File: src/rtl/uart_cmd_master.sv
// Host-side UART command initiator: serializes one command frame onto a byte handshake and
// assembles the response bytes. Define CMD_TIMEOUT_EN to add the response timeout counter.
module uart_cmd_master #(
  parameter int unsigned TIMEOUT_W = 16
) (
  input  logic                 CLK,
  input  logic                 RST,
  input  logic                 cmd_valid,
  output logic                 cmd_ready,
  input  logic [1:0]           cmd_type,
  input  logic [3:0]           cmd_addr,
  input  logic [7:0]           cmd_wdata,
  input  logic [7:0]           cmd_op_a,
  input  logic [7:0]           cmd_op_b,
  input  logic [3:0]           cmd_fun,
  output logic [7:0]           tx_data,
  output logic                 tx_valid,
  input  logic                 tx_ready,
  input  logic [7:0]           rx_data,
  input  logic                 rx_valid,
  input  logic [TIMEOUT_W-1:0] timeout_limit,
  output logic                 rsp_valid,
  output logic [15:0]          rsp_data,
  output logic                 rsp_timeout
);

  typedef enum logic [1:0] {StIdle, StSend, StWaitRsp, StDone} state_e;

  state_e      state_q, state_d;
  logic        cmd_ready_q, cmd_ready_d;
  logic [1:0]  type_q, type_d;
  logic [3:0]  addr_q, addr_d;
  logic [7:0]  wdata_q, wdata_d;
  logic [7:0]  op_a_q, op_a_d;
  logic [7:0]  op_b_q, op_b_d;
  logic [3:0]  fun_q, fun_d;
  logic [1:0]  idx_q, idx_d;
  logic        rx_idx_q, rx_idx_d;
  logic [15:0] rsp_data_q, rsp_data_d;
  logic        rsp_timeout_q, rsp_timeout_d;

  logic        accept;
  logic [7:0]  frame_byte;
  logic [1:0]  last_idx;
  logic        rx_last;
  logic        timeout_hit;

  assign accept  = cmd_valid & cmd_ready_q;
  assign rx_last = (type_q != 2'd1);

  // Frame byte and frame length decode from the captured command.
  always_comb begin
    frame_byte = 8'h00;
    last_idx   = 2'd1;
    unique case (type_q)
      2'd0: begin
        last_idx = 2'd2;
        case (idx_q)
          2'd0:    frame_byte = 8'hAA;
          2'd1:    frame_byte = {4'h0, addr_q};
          default: frame_byte = wdata_q;
        endcase
      end
      2'd1: frame_byte = (idx_q == 2'd0) ? 8'hBB : {4'h0, addr_q};
      2'd2: begin
        last_idx = 2'd3;
        case (idx_q)
          2'd0:    frame_byte = 8'hCC;
          2'd1:    frame_byte = op_a_q;
          2'd2:    frame_byte = op_b_q;
          default: frame_byte = {4'h0, fun_q};
        endcase
      end
      default: frame_byte = (idx_q == 2'd0) ? 8'hDD : {4'h0, fun_q};
    endcase
  end

`ifdef CMD_TIMEOUT_EN
  logic [TIMEOUT_W-1:0] tmo_cnt_q, tmo_cnt_d;

  always_comb begin
    tmo_cnt_d = '0;
    if (state_q == StWaitRsp && !rx_valid) begin
      tmo_cnt_d = (tmo_cnt_q == '1) ? tmo_cnt_q : tmo_cnt_q + TIMEOUT_W'(1);
    end
  end

  // Compared against the next count so DONE lands exactly timeout_limit cycles after entry.
  assign timeout_hit = (state_q == StWaitRsp) && !rx_valid && (timeout_limit != '0) &&
                       (tmo_cnt_d == timeout_limit);

  always_ff @(posedge CLK or negedge RST) begin
    if (!RST) tmo_cnt_q <= '0;
    else      tmo_cnt_q <= tmo_cnt_d;
  end
`else
  logic unused_timeout_limit;
  assign unused_timeout_limit = ^timeout_limit;
  assign timeout_hit          = 1'b0;
`endif

  always_ff @(posedge CLK or negedge RST) begin
    if (!RST) state_q <= StIdle;
    else      state_q <= state_d;
  end

  always_comb begin
    state_d = state_q;
    unique case (state_q)
      StIdle:    if (accept) state_d = StSend;
      StSend:    if (tx_ready && idx_q == last_idx) begin
        state_d = (type_q == 2'd0) ? StDone : StWaitRsp;
      end
      StWaitRsp: if ((rx_valid && rx_idx_q == rx_last) || timeout_hit) state_d = StDone;
      StDone:    state_d = StIdle;
      default:   state_d = StIdle;
    endcase
  end

  always_comb begin
    tx_valid    = (state_q == StSend);
    tx_data     = tx_valid ? frame_byte : 8'h00;
    rsp_valid   = (state_q == StDone);
    rsp_timeout = rsp_valid & rsp_timeout_q;
    cmd_ready   = cmd_ready_q;
    rsp_data    = rsp_data_q;
  end

  always_comb begin
    cmd_ready_d   = (state_d == StIdle);
    type_d        = type_q;
    addr_d        = addr_q;
    wdata_d       = wdata_q;
    op_a_d        = op_a_q;
    op_b_d        = op_b_q;
    fun_d         = fun_q;
    idx_d         = idx_q;
    rx_idx_d      = rx_idx_q;
    rsp_data_d    = rsp_data_q;
    rsp_timeout_d = rsp_timeout_q;
    if (accept) begin
      type_d  = cmd_type;
      addr_d  = cmd_addr;
      wdata_d = cmd_wdata;
      op_a_d  = cmd_op_a;
      op_b_d  = cmd_op_b;
      fun_d   = cmd_fun;
      idx_d   = 2'd0;
    end
    if (state_q == StSend && tx_ready) idx_d = idx_q + 2'd1;
    // Leaving SEND clears the response so type 0 reports zero and stray bytes never leak in.
    if (state_q == StSend && state_d != StSend) begin
      rsp_data_d    = 16'h0000;
      rx_idx_d      = 1'b0;
      rsp_timeout_d = 1'b0;
    end
    if (state_q == StWaitRsp && rx_valid) begin
      if (rx_idx_q) rsp_data_d[15:8] = rx_data;
      else          rsp_data_d[7:0]  = rx_data;
      rx_idx_d = 1'b1;
    end
    if (timeout_hit) rsp_timeout_d = 1'b1;
  end

  always_ff @(posedge CLK or negedge RST) begin
    if (!RST) begin
      cmd_ready_q   <= 1'b0;
      type_q        <= 2'd0;
      addr_q        <= 4'h0;
      wdata_q       <= 8'h00;
      op_a_q        <= 8'h00;
      op_b_q        <= 8'h00;
      fun_q         <= 4'h0;
      idx_q         <= 2'd0;
      rx_idx_q      <= 1'b0;
      rsp_data_q    <= 16'h0000;
      rsp_timeout_q <= 1'b0;
    end else begin
      cmd_ready_q   <= cmd_ready_d;
      type_q        <= type_d;
      addr_q        <= addr_d;
      wdata_q       <= wdata_d;
      op_a_q        <= op_a_d;
      op_b_q        <= op_b_d;
      fun_q         <= fun_d;
      idx_q         <= idx_d;
      rx_idx_q      <= rx_idx_d;
      rsp_data_q    <= rsp_data_d;
      rsp_timeout_q <= rsp_timeout_d;
    end
  end

endmodule

File: config.mk
export PLATFORM = sky130hd
export DESIGN_NAME = uart_cmd_master
export DESIGN_NICKNAME = d
export VERILOG_FILES = /design/src/rtl/uart_cmd_master.sv
export SDC_FILE = /design/constraint.sdc
export NUM_CORES = 1
export LEC_CHECK = 0
export ABC_AREA = 1
export CORE_ASPECT_RATIO = 1.4
export CORE_MARGIN = 8
export CORE_UTILIZATION = 50
export CTS_CLUSTER_SIZE = 16
export DETAILED_ROUTE_END_ITERATION = 6
export HOLD_SLACK_MARGIN = 0.1
export PLACE_DENSITY = 0.85
export SLEW_MARGIN = 25
export SYNTH_ARGS = -nofsm -noshare
export SYNTH_HDL_FRONTEND = slang
export SYNTH_SLANG_ARGS = --single-unit
File: constraint.sdc
create_clock -name CLK -period 3.1 [get_ports CLK]
set_clock_uncertainty 0.05 [all_clocks]
set_input_delay 0.775 -clock CLK [delete_from_list [all_inputs] [get_ports CLK]]
set_output_delay 0.775 -clock CLK [all_outputs]
set_load 0.005 [all_outputs]
# [Word-level counts from Yosys, hierarchy flattened]
# Cells that the tools add are included.
[classes] n_bitwise=1 n_mux=20 n_shift=0 n_eq_ne=11 n_mul=0 div_mod_pow=0 addsub=1 reduce_logical=11 magnitude_cmp=0
[ops] op="8-bit one-hot mux with 3 select lines" count=2
[ops] op="8-bit 2-to-1 mux" count=5
[ops] op="16-bit 2-to-1 mux" count=2
[ops] op="8-bit one-hot mux with 2 select lines" count=1
[ops] op="2-bit 2-to-1 mux" count=5
[ops] op="2-bit equality test (second input constant)" count=4
[ops] op="2-bit logical NOT" count=4
[ops] op="2-bit one-hot mux with 4 select lines" count=1
[ops] op="2-bit by 1-bit equality test with 1-bit output (second input constant)" count=3
[ops] op="1-bit logical AND" count=5
[ops] op="2-bit by 1-bit != test with 1-bit output (second input constant)" count=2
[ops] op="2-bit one-hot mux with 2 select lines" count=1
[ops] op="2-bit nonzero test" count=2
[ops] op="1-bit 2-to-1 mux" count=3
[ops] op="2-bit by 1-bit adder with 2-bit output (second input constant)" count=1
[ops] op="2-bit equality test" count=1
[ops] op="1-bit bitwise AND" count=1
[ops] op="1-bit equality test" count=1
[totals] mem_bits_rw=0 latch_bits=0 out_inout_bits=28 mem_count=0 inputBits=63 register_bits=56 mem_bits_ro=0

# [Depth between registers and ports, before layout]
[depth] word_depth=11 ltp_mapped=10 mapped_depth_nobuf=9

# [Least setup slack after synthesis]
# Ideal clock, no wire load.
[synth_timing] path_type="register -> output" start="register idx_q[0]" end="output tx_data[0]" arrival_time_ps=1477 required_time_ps=2275 slack_ps=798 stages_incl_launch_ff=11 path_cell_list="dfrtp_1 -> inv_1 -> ha_1 -> buf_2 -> inv_1 -> nand2_1 -> nor2_1 -> nand2_1 -> nand2_1 -> inv_1 -> a31oi_1"
[synth_via] elab_chain_cells=4
[synth_rtl] element="start, declared" line_no="37" rtl="logic [1:0] idx_q, idx_d;"
[synth_rtl] element="start signal, assigned" line_no="186" rtl="idx_q <= idx_d;"
[synth_rtl] element="2-bit equality test (tied with other cells)" line_no="67" rtl="case (idx_q)"
[synth_rtl] element="8-bit one-hot mux with 3 select lines (tied with other cells)" line_no="67"
[synth_rtl] element="8-bit one-hot mux with 3 select lines (*)" line_no="55" rtl="unique case (type_q)"
[synth_rtl] element="8-bit 2-to-1 mux (*)" line_no="122" rtl="tx_data = tx_valid ? frame_byte : 8'h00;"
[synth_rtl] element="end, declared" line_no="16" rtl="output logic [7:0] tx_data,"
# Every way passes the cells marked *; elsewhere a longest branch is shown, timed or not.

# [Final worst setup path]
[layout_timing] start="register idx_q[1]" end="output tx_data[3]"
# The elaborated chain is that of the path after synthesis.

==> results.toml <==
[synthesis]
synth_top_cell_area_share_pct = 49.0
syn_inst = 298
ys_top_cells_by_area = "dfrtp_1 49%, mux2_2 11%, nand2_1 6.2%, inv_1 4.1%, nand3_1 3.3%"
syn_area_sq_um = 2860
synth_cell_types = 30
syn_avg_cell_area_sq_um = 9.60
synth_fp_nets = 365
yosys.area.top_type = "dfrtp_1"
ys_seq_area_share_pct = 49.0
yosys_warnings = 0
ys_seq_elements = 56

[final_layout]
finalNonFillerCells = 445
multi_input_area_sq_um = 1280
final_nets = 443
final_cell_mix = "70 x clkdlybuf4s50_1, 55 x dfrtp_1, 47 x nand2_1, 29 x inv_1, 27 x mux2_2"
area_growth_pct = 33.4
diodes = 0
nFillCells = 434
drive_above_1_share_pct = 23.3
design_area_sq_um = 3820
seq_area_sq_um = 1400
layout_commonest_cell = "clkdlybuf4s50_1"

[floorplanning]
die_y_microns = 106
dieArea_sq_um = 8430
core_sq_um = 5530
io-pin-count = 91
start_util_pct = 51.8
fp.dieW_microns = 79.9
rows = 32

[detailed_routing]
route.met3.wl_microns = 572
top_layer_used = "met4"
dr_wl_met2_mm = 3.67
wl_mm = 7.08
wl_per_cell_microns = 15.9
drc = 0
vias_per_cell = 5.29
wl_met1_mm = 2.76
drtAntennaViolNets = 0
vias = 2353
drt_iter0_markers = 144
first_pass_iters = 4

[placement]
dp.cells = 434
place.gp.congestion = 0.911
placed_area_sq_um = 3640
port_buffers = 73
hpwlAfterDp_mm = 5.28

[clock_network]
clk_pin_slew_ps = 100
clockRootBuffer = "clkbuf_8"
h-tree-depth = 2
cts-hold-fix-buffers = 0
cts_buffers = 5
clock-sinks = 56
clock_latency_ps = 310
cts_max_path_buffers = 2
cts_tree = "done"

[worst_setup_path]
crit_path_max_fanout = 9
cp.required_ps = 2270
cp-start-kind = "flip-flop"
cp_cell_sequence = "inv_2 > ha_2 > buf_4 > or2_2 > o21ai_1 > nand3_1 > nand2_1 > inv_1 > clkdlybuf4s50_1"
crit_path_end_kind = "primary output"
cp_top_family = "buffers and inverters"
worstPathArrival_ps = 2190
path_class = "flip-flop to primary output"
cp_slowest_cell = "clkdlybuf4s50_1"
cp_slowest_stage_delay_ps = 430
path_buf_inv = 4

[global_routing]
track_usage_pct = 17.2
global_route.overflow_total = 0
grt_max_degree = 44
antenna_found_initial = 0
grt_pass1_vias = 2466
grt_pass1_wl_mm = 11.8

[power]
power_density_nw_per_um2 = 965
p_leak_nw = 1.75
irDropWorstVdd_mv = 0.595
power.total_mw = 3.68

[sta]
slew_violations = 0
layout_min_cycle_time_ps = 3010
holdWs_ps = 361
setup_viol = 0
hold_viol_final = 0
clock.fmax_mhz = 332
rsz0062_at_grt = "yes"
fin_crit_sh_pct = 97.2

[hold_path]
hold_path.class = "input pin to async pin"

[flow_run]
drv_cap = 0

[status]
status = "finished clean"
[report_power, final]
| part | leakage [nW] | switching (mW) | internal, mW |
|---|---|---|---|
| sequential | 0.686 | 0.231 | 1.08 |
| combinational | 1.01 | 0.921 | 0.969 |
| clock | 0.0541 | 0.239 | 0.239 |
| total | 1.75 | 1.39 | 2.29 |
[synthesized netlist by cell type]
library cell and n:
dfrtp_1 56, nand2_1 47, inv_1 31, mux2_2 27, nor2_1 23, nand3_1 19, a21oi_1 12, o21ai_0 12
nand3_2 9, o21ai_1 9, o21ai_2 7, buf_2 5, nand2_2 5, o211ai_1 5, buf_6 4, ha_1 4
inv_2 4, a31oi_1 3, a22o_1 2, clkbuf_1 2, nand2_4 2, nand4_1 2, a21boi_0 1, buf_4 1
conb_1 1, nand4_4 1, nor2_2 1, nor2_8 1, nor3_2 1, or2_2 1
[layout make-up]
class,instances,area share [%]
clock buffer,5,1.80
sequential,56,36.7
timing repair buffer,83,21.1
tap,68,2.23
multi-input combinational,195,33.6
clock inverter,3,1.11
inverter,35,3.44
[sequential cells by signal, summed over array words and instances (netlist names), 2 cells and up]
| name | flops |
|---|---|
| rsp_data | 16 |
| op_a_q | 8 |
| wdata_q | 8 |
| idx_q | 2 |
| fun_q | 4 |
| state_q | 2 |
| op_b_q | 8 |
| addr_q | 4 |
| type_q | 2 |
[stage by stage]
step	setup WS, ps	utilization, %	setup TNS [ps]
3_3_place_gp	170	65.9	0
5_1_grt	-8.31	69.1	-16.3
6_report	88.0	69.1	0
3_5_place_dp	95.9	65.9	0
2_1_floorplan	798	-	0
4_1_cts	27.4	68.6	0
[cells by family after synthesis]
logic type | count (synthesis) | synth area share [%]
simple gates | 112 | 20.2
flops | 56 | 49.0
compound gates | 51 | 10.8
buf+inv | 47 | 7.56
mux | 27 | 10.6
fa+ha+maj | 4 | 1.75
other cells | 1 | 0.131
[final timing paths]
| kind | to | slack [ps] | cells past startpoint | start |
|---|---|---|---|---|
| setup / recovery | tx_data[3] | 90 | 9 | idx_q[1]$_DFFE_PN0P_ |
| setup reg to reg | cmd_ready$_DFF_PN0_ | 1380 | 6 | type_q[1]$_DFFE_PN0P_ |
| hold reg to reg | addr_q[3]$_DFFE_PN0P_ | 470 | 1 | addr_q[3]$_DFFE_PN0P_ |
| hold / removal | op_a_q[5]$_DFFE_PN0P_ | 360 | 1 | RST |
| min in group CLK | addr_q[3]$_DFFE_PN0P_ | 470 | 1 | addr_q[3]$_DFFE_PN0P_ |
| max in group asynchronous | idx_q[0]$_DFFE_PN0P_ | 1970 | 2 | RST |
[routing by layer]
metal | up-vias | GRT usage, %
met3 | 10 | 6.55
met4 | 0 | 4.31
met1 | 1125 | 19.5
met2 | 78 | 29.3
met5 | - | 0
li1 | 1140 | -
[what timing repair did]
action                                  CTS  global route
endpoints found under the setup margin    7             7
buffers inserted                          3             0
gates resized for setup                   8            11
No activity file was read; power rests on OpenSTA's default activity.
